--- config.mk ---
export PLATFORM = sky130hd
export DESIGN_NAME = imem_program_loader
export DESIGN_NICKNAME = d
export VERILOG_FILES = /design/src/rtl/imem_program_loader.sv
export SDC_FILE = /design/constraint.sdc
export NUM_CORES = 1
export LEC_CHECK = 0
export CAP_MARGIN = 15
export CORE_MARGIN = 5
export CORE_UTILIZATION = 55
export CTS_BUF_LIST = sky130_fd_sc_hd__clkbuf_16
export CTS_CLUSTER_SIZE = 10
export DETAILED_ROUTE_END_ITERATION = 8
export GPL_TIMING_DRIVEN = 0
export PLACE_DENSITY = 0.86
export SYNTH_ARGS = -nofsm -noshare
export SYNTH_HDL_FRONTEND = slang
export SYNTH_SLANG_ARGS = --single-unit
--- constraint.sdc ---
create_clock -name clk -period 2.9 [get_ports clk]
set_clock_uncertainty 0.15 [all_clocks]
set_input_delay 0.29 -clock clk [delete_from_list [all_inputs] [get_ports clk]]
set_output_delay 0.29 -clock clk [all_outputs]
set_load 0.005 [all_outputs]
--- src/rtl/imem_program_loader.sv ---
// imem_program_loader: framed byte-stream loader that writes 16-bit words to instruction memory and holds the core until a checksum-verified frame is loaded
module imem_program_loader #(
  parameter int ADDR_W = 4,
  parameter int IMEM_DEPTH = 16,
  parameter logic [7:0] SYNC_BYTE = 8'hA5,
  parameter int TIMEOUT = 255
) (
  input logic clk,
  input logic reset,
  input logic [7:0] in_data,
  input logic in_valid,
  output logic in_ready,
  input logic err_clr,
  output logic imem_we,
  output logic [ADDR_W-1:0] imem_addr,
  output logic [15:0] imem_wdata,
  output logic core_hold,
  output logic load_done,
  output logic load_err,
  output logic [1:0] err_code
);
  localparam int CW = $clog2(IMEM_DEPTH + 1);
  localparam int TW = $clog2(TIMEOUT + 1);
  typedef enum logic [2:0] {IDLE, COUNT, HI, LO, CHECK, DONE, ERR} state_t;
  state_t state_q, state_d;
  logic [7:0] csum_q, csum_d, hi_q, hi_d;
  logic [CW-1:0] n_q, n_d, cnt_q, cnt_d, cnt_inc;
  logic [TW-1:0] tmo_q, tmo_d;
  logic imem_we_q, imem_we_d, core_hold_q, core_hold_d, load_done_q, load_done_d;
  logic load_err_q, load_err_d, in_ready_q, in_ready_d;
  logic [ADDR_W-1:0] imem_addr_q, imem_addr_d;
  logic [15:0] imem_wdata_q, imem_wdata_d;
  logic [1:0] err_code_q, err_code_d;
  logic fire;
  assign fire = in_valid & in_ready_q;
  assign cnt_inc = cnt_q + 1'b1;
  always_comb begin
    state_d = state_q;
    csum_d = csum_q;
    hi_d = hi_q;
    n_d = n_q;
    cnt_d = cnt_q;
    tmo_d = '0;
    imem_we_d = 1'b0;
    imem_addr_d = imem_addr_q;
    imem_wdata_d = imem_wdata_q;
    core_hold_d = core_hold_q;
    load_done_d = load_done_q;
    load_err_d = load_err_q;
    err_code_d = err_code_q;
    case (state_q)
      IDLE, DONE: if (fire && in_data == SYNC_BYTE) begin
        state_d = COUNT;
        core_hold_d = 1'b1;
        load_done_d = 1'b0;
      end
      COUNT: if (fire) begin
        if (in_data == 8'h00 || int'(in_data) > IMEM_DEPTH) begin
          state_d = ERR;
          load_err_d = 1'b1;
          err_code_d = 2'b01;
        end else begin
          state_d = HI;
          n_d = CW'(in_data);
          csum_d = in_data;
          cnt_d = '0;
        end
      end
      HI: if (fire) begin
        state_d = LO;
        hi_d = in_data;
        csum_d = csum_q ^ in_data;
      end
      LO: if (fire) begin
        state_d = (cnt_inc == n_q) ? CHECK : HI;
        csum_d = csum_q ^ in_data;
        imem_we_d = 1'b1;
        imem_addr_d = ADDR_W'(cnt_q);
        imem_wdata_d = {hi_q, in_data};
        cnt_d = cnt_inc;
      end
      CHECK: if (fire) begin
        if (in_data == csum_q) begin
          state_d = DONE;
          load_done_d = 1'b1;
          core_hold_d = 1'b0;
        end else begin
          state_d = ERR;
          load_err_d = 1'b1;
          err_code_d = 2'b10;
        end
      end
      ERR: if (err_clr) begin
        state_d = IDLE;
        load_err_d = 1'b0;
        err_code_d = 2'b00;
      end
      default: state_d = IDLE;
    endcase
    if (state_q inside {COUNT, HI, LO, CHECK} && !fire) begin
      tmo_d = tmo_q + 1'b1;
      if (tmo_q == TW'(TIMEOUT - 1)) begin
        state_d = ERR;
        load_err_d = 1'b1;
        err_code_d = 2'b11;
      end
    end
    in_ready_d = state_d != ERR;
  end
  always_ff @(posedge clk) begin
    if (reset) begin
      state_q <= IDLE;
      csum_q <= '0;
      hi_q <= '0;
      n_q <= '0;
      cnt_q <= '0;
      tmo_q <= '0;
      imem_we_q <= 1'b0;
      imem_addr_q <= '0;
      imem_wdata_q <= '0;
      core_hold_q <= 1'b1;
      load_done_q <= 1'b0;
      load_err_q <= 1'b0;
      err_code_q <= 2'b00;
      in_ready_q <= 1'b0;
    end else begin
      state_q <= state_d;
      csum_q <= csum_d;
      hi_q <= hi_d;
      n_q <= n_d;
      cnt_q <= cnt_d;
      tmo_q <= tmo_d;
      imem_we_q <= imem_we_d;
      imem_addr_q <= imem_addr_d;
      imem_wdata_q <= imem_wdata_d;
      core_hold_q <= core_hold_d;
      load_done_q <= load_done_d;
      load_err_q <= load_err_d;
      err_code_q <= err_code_d;
      in_ready_q <= in_ready_d;
    end
  end
  assign in_ready = in_ready_q;
  assign imem_we = imem_we_q;
  assign imem_addr = imem_addr_q;
  assign imem_wdata = imem_wdata_q;
  assign core_hold = core_hold_q;
  assign load_done = load_done_q;
  assign load_err = load_err_q;
  assign err_code = err_code_q;
endmodule

; Yosys cells after proc, flatten, opt, wreduce, memory -nomap -nowiden
; Index checks and enable logic that the tools add are counted.
[totals]
register_bits = 64
input_bits = 12
output_inout_bits = 27
word_cells = 105
[op_classes]
add_sub_neg = 2
n_lt_le_gt_ge = 1
n_eq_ne = 18
muxes = 45
bitwise = 5
reduce_logical = 20
[op_table]
columns = operator, count
row1 = 3-bit two-way mux, 10
row2 = 8-bit two-way mux, 3
row3 = 3-bit case mux with 6 select lines, 1
row4 = 8-bit equality test (second input constant), 2
row5 = 2-bit two-way mux, 8
row6 = 8-bit case mux with 2 select lines, 1
row7 = 5-bit two-way mux, 3
row8 = 1-bit two-way mux, 14
row9 = 2-bit inequality test (second input constant), 6
row10 = 4-bit AND reduction, 3
row11 = 5-bit case mux with 2 select lines, 1
row12 = 3-bit equality test (second input constant), 3
row13 = 8-bit by 1-bit adder with 8-bit output (second input constant), 1
row14 = 8-bit equality test, 1
row15 = 8-bit by 5-bit > comparator with 1-bit output (second input constant), 1
row16 = 8-bit zero test, 1
row17 = 2-bit OR reduction, 4
row18 = 8-bit XOR, 1
row19 = 3-bit by 2-bit equality test with 1-bit output (second input constant), 2
row20 = 2-bit case mux with 3 select lines, 1
row21 = 2-bit nonzero test, 3
row22 = 5-bit by 1-bit adder with 5-bit output (second input constant), 1
row23 = 5-bit equality test, 1
row24 = 1-bit case mux with 2 select lines, 2
row25 = other kinds (13), 17

; Logic depth before layout (Yosys ltp)
; Gate-level depths: netlist of the first run.
[logic_depth]
word_depth = 8
depth_mapped = 8
ltp_nobuf = 7

; Worst setup path before layout of the first run
; OpenSTA, ideal clock, no wires.
[synth_path]
path_kind = input -> register
startpoint = input port in_data[3]
endpoint = register csum_q[0]
t_arrival_ps = 1691
required_time_ps = 2616
path_slack_ps = 925
path_stages = 8
cell_sequence = buf_4 > nor4_4 > mux2i_1 > nor2_1 > o21a_1 > buf_4 > a21oi_1 > a211oi_1
[synth_between]
elab_chain_len = 4
elab_cells_between_ends = 5
classes_between = order compare: 1 / eq/ne: 1 / reduce/logical: 3
[synth_lines]
columns = item, line
row1 = start: declaration, 10  ; input logic [7:0] in_data,
row2 = 8-bit by 5-bit > comparator with 1-bit output / 8-bit zero test (equally long branches), 58  ; if (in_data == 8'h00 || int'(in_data) > IMEM_DEPTH) begin
row3 = 1-bit logical OR (*), 58
row4 = 2-bit inequality test (no source line) (*), n/a
row5 = 4-bit AND reduction (no source line) (*), n/a
row6 = end signal: assignment, 128  ; csum_q <= csum_d;
row7 = end: declaration, 26  ; logic [7:0] csum_q, csum_d, hi_q, hi_d;
; Every way passes the cells marked *; elsewhere a longest branch is shown, timed or not.
; A chain may end at the register's enable or synchronous reset.

; Final worst setup path of the first run
[layout_path]
startpoint = register state_q[2]
endpoint = register imem_wdata_q[2], in the netlist imem_wdata[2]
[layout_between]
elab_chain_len = 2
[layout_lines]
columns = item, line
row1 = start: declaration, 25  ; state_t state_q, state_d;
row2 = start signal: assignment, 127  ; state_q <= state_d;
row3 = 3-bit by 2-bit equality test with 1-bit output, 51  ; case (state_q)
row4 = 2-bit AND reduction (no source line), n/a
row5 = end signal: assignment, 135  ; imem_wdata_q <= imem_wdata_d;
row6 = end: declaration, 32  ; logic [15:0] imem_wdata_q, imem_wdata_d;
; Every way passes these cells.

==> impl_metrics.toml, run 1 <==
[route]
ant_nets = 0
routed_wl_mm = 7.45
dr.pass1.iters = 5
routed-via-count = 2666
drtIter0Drc = 217
drc = 0
viasPerCell = 5.73
wire_per_inst_um = 16.0

[setup_path]
crit_chain = "buf_1, nand2b_1, nor2_1, clkbuf_1, nand2_1, a21oi_1"
end_kind = "register"
worstSetupPathType = "register to register"
r2r-start = "state_q[2]"
cp-start-kind = "register"
r2r_setup_slack_ns = 0.68
r2r-end = "imem_wdata[2]"
critical-path-max-stage-delay_ns = 0.47
slowest_stage = "clkbuf_1"
cp.required_ns = 3.00
arrival_ns = 2.32
reg2reg_depth = 6
path_max_fanout = 10

[logic_synthesis]
avgSynthCellArea_um2 = 8.48
yosysSeqAreaShare = 0.433
synth_cell_types = 44
syn-num-nets = 364
yosys.cell_count.top_type = "dfxtp_1"
syn-cell-area_um2 = 2960
yosys_register_bits = 64
synth.top_cells.by_count = "dfxtp_1 (64), nand2_1 (58), a21oi_1 (39), nor2_1 (39), mux2i_1 (23)"
synthTopCellsByArea = "dfxtp_1 (43%), mux2i_1 (7.8%), nand2_1 (7.4%)"
yosysWarningCount = 0
yosys.area.top_type = "dfxtp_1"
async_reset_ff_frac = 0
synth_edf_count = 0
synthFlopType = "dfxtp_1"
syn_inst = 349
yosysTopAreaCellShare = 0.433

[global_routing]
grt_most_used_layer = "met2"
use_met1 = 0.268
grt_util_all_layers = 0.224
grt_max_degree = 12
grt_pass1_wl_mm = 12.6
antenna_found_initial = 0
use_met3 = 0.0426
grt_pass1_vias = 2620
grt-ovfl-total = 0
grt_use_met2 = 0.381

[status]
status = "finished clean"

[clock_tree]
clkTransAtPathRegs_ns = 0.05
htreeDepth = 3
worstSkewPairLatency_ns = 0.32
clock_path_buffers = 2
cts-hold-fix-buffers = 0
postCtsSetupBuffers = 0
clkSinkCount = 64
cts_tree = "built"
postCtsResizedCells = 0
cts_root_buf = "clkbuf_16"
cts_buffers = 9

[final_layout]
area_growth_pct = 23.6
diodes = 0
layout.nets = 405
fillers = 390
drive_above_1_share = 0.106
final_cells = 465

[timing]
setup_viol = 0
min_period_ns = 2.22
max_slew.worst_pin.slew_ns = 0.622
period_share = 0.767
rsz0062_at_grt = "false"
tns_ns = 0
slew_violations = 0
hold_viol = 0
fmax_ghz = 0.450
timing.slew.headroom = 0.585

[placement]
place_congestion = 0.890
place_inst = 449
portBuffers = 30
place_hpwl_mm = 4.95

[floorplan]
dieArea_um2 = 6950
ios = 39
die_x_um = 83.4
die_h_um = 83.4
initial_core_util = 0.572
core_area_um2 = 5170
rows = 26

[worst_hold_path]
holdPathStages = 3
min_path_type = "primary input to register"
hold_path_startpoint = "in_data[3]"
min_to = "imem_wdata[3]"

[job]
max_cap_viol_count = 0

[power_and_ir_drop]
p_leak_uw = 0.00125
ir_drop_mv = 0.417
intPower_uw = 1650
p_sw_uw = 422
clock_power_share = 0.541
sequentialPowerShare = 0.426
combPwrFrac = 0.032
swShare = 0.204
powerDensity_nw_per_um2 = 565
per-layer routing:
metal | vias to the layer above | share of wire
met3 | 19 | 0.060
met5 | - | 0
met4 | 0 | 0.027
met2 | 104 | 0.51
li1 | 1276 | -
met1 | 1267 | 0.40
power by group through the flow:
stage | Sequential [uW] | Combinational, uW | Clock, uW
4_1_cts | 881 | 66.2 | 1130
3_5_place_dp | 900 | 65.0 | 0
5_1_grt | 881 | 72.2 | 1170
3_3_place_gp | 900 | 63.3 | 0
2_1_floorplan | 900 | 43.2 | 0
6_report | 882 | 66.9 | 1120
per-stage QoR:
step | hold WS, ns | cell area (um^2) | worst slack, ns | utilization | total power (uW)
after global placement | 0.294 | 3350 | 0.617 | 0.647 | 963
final | 0.130 | 3660 | 0.677 | 0.707 | 2070
after floorplan | 0.281 | 2960 | 0.925 | - | 943
after global routing | 0.153 | 3660 | 0.500 | 0.707 | 2120
after CTS | 0.127 | 3660 | 0.691 | 0.707 | 2080
after detailed placement | 0.298 | 3350 | 0.585 | 0.647 | 965
worst max path at each step:
| stage | start | end | depth (start not counted) |
|---|---|---|---|
| 2_1_floorplan | in_data[3] | csum_q[0] | 8 |
| 3_3_place_gp | in_valid | imem_wdata[15] | 6 |
| 3_5_place_dp | in_valid | imem_wdata[1] | 6 |
| 4_1_cts | state_q[2] | imem_wdata[0] | 6 |
| 5_1_grt | state_q[0] | imem_wdata[0] | 6 |
| 6_report | state_q[2] | imem_wdata[2] | 6 |
cell usage in the layout, fill, tap and decap left out, types with 4 or more instances in the layout:
master,n
mux2i_1,23
nand3_1,9
xnor2_1,4
a31o_2,5
dfxtp_1,64
xor2_1,15
nor2_1,39
nand4_1,5
buf_2,9
a211oi_1,4
o21ai_0,7
clkbuf_16,9
a21oi_1,39
clkbuf_1,12
nor2b_1,4
clkdlybuf4s50_1,30
nand2_1,58
critical path, delay by kind of cell (launching register included):
kind	cells	cell delay [ns]
AO/OA/AOI/OAI	1	0.15
buffers and inverters	2	0.72
flip-flops	1	0.35
AND/OR/NAND/NOR	3	0.77
kinds of logic (layout without fill, tap and decap cells):
logic type	count (synthesis)	after routing	share of synthesized area
AO/OA/AOI/OAI	69	69	0.138
XOR/XNOR	19	19	0.0562
adder cells (fa/ha/maj)	3	3	0.0127
buffers and inverters	28	74	0.0431
flip-flops	64	64	0.433
multiplexers	23	23	0.0778
AND/OR/NAND/NOR	143	143	0.239
area by class of cell:
type                            count  area, um^2  area share
Buffer                             25         116      0.0318
Tap cell                           70        87.6      0.0239
Multi-Input combinational cell    257        1550       0.424
Clock buffer                        9         225      0.0616
Inverter                            3        11.3     0.00308
Clock inverter                      7        86.3      0.0236
Timing Repair Buffer               30         300      0.0821
Sequential cell                    64        1280       0.350
registers in the layout, summed over array words and instances (netlist names):
name        count
cnt_q           5
core_hold       1
csum_q          8
err_code        2
hi_q            8
imem_addr       4
imem_wdata     16
imem_we         1
in_ready        1
load_done       1
load_err        1
n_q             5
state_q         3
tmo_q           8
Note: power is estimated with default switching activity, not from simulation.
==> inputs of run 2 (changes only) <==
- CORE_UTILIZATION: 55 -> 49
- PLACE_DENSITY: 0.86 -> 0.81
- clock period: 2.9 -> 2.02 ns (I/O delays scaled with it)
==> impl_metrics.toml, run 2 (synthesized netlist as in run 1, its figures left out) <==
[status]
status = "finished clean"

[power_and_ir_drop]
clock_power_share = 0.529
fin_total_pwr_uw = 2890
powerDensity_nw_per_um2 = 768
swShare = 0.223
intPower_uw = 2250
p_leak_uw = 0.00131
p_sw_uw = 644
combPwrFrac = 0.034
ir_drop_mv = 0.536
sequentialPowerShare = 0.437

[timing]
setup_viol = 0
worst_slack_ns = 0.0529
max_slew.worst_pin.slew_ns = 0.594
hold_viol = 0
slew_violations = 0
period_share = 0.974
fmax_ghz = 0.508
timing.slew.headroom = 0.604
min_period_ns = 1.97
rsz0062_at_grt = "true"

[route]
wire_per_inst_um = 15.6
drc = 0
dr.pass1.iters = 4
routed-via-count = 2647
drtIter0Drc = 155
routed_wl_mm = 7.43
viasPerCell = 5.55
ant_nets = 0

[setup_path]
cp-start-kind = "register"
cp.required_ns = 2.13
r2r_setup_slack_ns = 0.05
arrival_ns = 2.07
critical-path-max-stage-delay_ns = 0.35
crit_chain = "buf_4, or3_1, and3_4, nand4_1, o21ai_1, a2111o_1, a31oi_1"
end_kind = "register"
path_max_fanout = 8
slowest_stage = "or3_1"
worstSetupPathType = "register to register"
critical-path-top-delay-family = "simple AND/OR/NAND/NOR gates"
cp_num_buf_inv = 1

[global_routing]
grt-ovfl-total = 0
grt_pass1_wl_mm = 12.1
grt_max_degree = 13
antenna_found_initial = 0
grt_util_all_layers = 0.201
grt_pass1_vias = 2604

[floorplan]
die_x_um = 87.7
core_area_um2 = 5890
die_h_um = 87.7
rows = 28
ios = 39
initial_core_util = 0.503
dieArea_um2 = 7690

[worst_hold_path]
min_path_type = "primary input to register"

[final_layout]
area_growth_pct = 27.2
multi_input_area_um2 = 1590
fillers = 488
diodes = 0
layout.nets = 412
final_area_um2 = 3760
final_cell_mix = "dfxtp_1 (62), nand2_1 (58), a21oi_1 (39)"
ff_latch_area_um2 = 1290
drive_above_1_share = 0.157
largest_reg_flops = 16
layout_commonest_cell = "dfxtp_1"

[clock_tree]
worstSkewPairLatency_ns = 0.33
cts_buffers = 9
clkTransAtPathRegs_ns = 0.06
cts_tree = "built"
clock_path_buffers = 2
cts-hold-fix-buffers = 0
cts_root_buf = "clkbuf_16"
clkSinkCount = 64
htreeDepth = 3

[job]
max_cap_viol_count = 0

[placement]
place_hpwl_mm = 4.84
place_area_um2 = 3350
portBuffers = 30
place_congestion = 0.932
pre_cts_ws_ns = -0.197
## run 2: changes by cell type in the layout (fill, tap and decap cells not counted), sizes merged
| cell | before | now |
|---|---|---|
| bufinv | 2 | 1 |
| clkbuf | 21 | 22 |
| clkinv | 4 | 5 |
| buf | 13 | 19 |
## run 2: routing by layer
layer,share of wire,routed length [um],GRT usage
met5,0,0,0
met4,0.011,84,0.0851
met3,0.059,441,0.0564
met2,0.48,3590,0.330
met1,0.45,3320,0.248
## run 2: timing repair
item,CTS,global route
setup endpoints to repair,22,28
buffers inserted,0,7
pin swaps,0,8
gates cloned,0,0
gates resized for setup,9,13
## run 2: path summary, 6_finish.rpt
check / startpoint / end / depth (start not counted)
setup / recovery: state_q[1] / in_ready / 7
hold / removal: in_data[7] / imem_wdata[7] / 3
setup reg to reg: state_q[1] / in_ready / 7
hold reg to reg: hi_q[4] / imem_wdata[12] / 2
## run 2: power groups by stage
stage	logic (uW)	registers, uW	clock network [uW]
after floorplan	62.1	1290	0
after CTS	95.4	1260	1550
after global routing	104	1260	1610
final	97.3	1260	1530
after global placement	92.5	1290	0
after detailed placement	93.4	1290	0
## run 2: cell type report
| cell class | instances | area share |
|---|---|---|
| Sequential cell | 64 | 0.342 |
| Timing Repair Buffer | 37 | 0.0937 |
| Multi-Input combinational cell | 257 | 0.423 |
| Clock inverter | 7 | 0.0193 |
| Tap cell | 75 | 0.0249 |
| Buffer | 25 | 0.0336 |
| Clock buffer | 9 | 0.0598 |
| Inverter | 3 | 0.00299 |
## run 2: metrics by stage
| step | hold slack [ns] | instances | util | TNS (ns) |
|---|---|---|---|---|
| after CTS | 0.0318 | 470 | 0.624 | 0 |
| after detailed placement | 0.296 | 454 | 0.570 | -4.91 |
| after global routing | 0.0657 | 477 | 0.640 | -0.131 |
| after floorplan | 0.281 | 349 | - | 0 |
| final | 0.0344 | 477 | 0.640 | 0 |
| after global placement | 0.293 | 454 | 0.570 | -3.88 |
## run 2: worst min-delay path: cells and delay by family
family	cells	cell delay (ns)
AOI/OAI and AO/OA	1	0.05
and+or+nand+nor	1	0.07
buffers and inverters	1	0.15
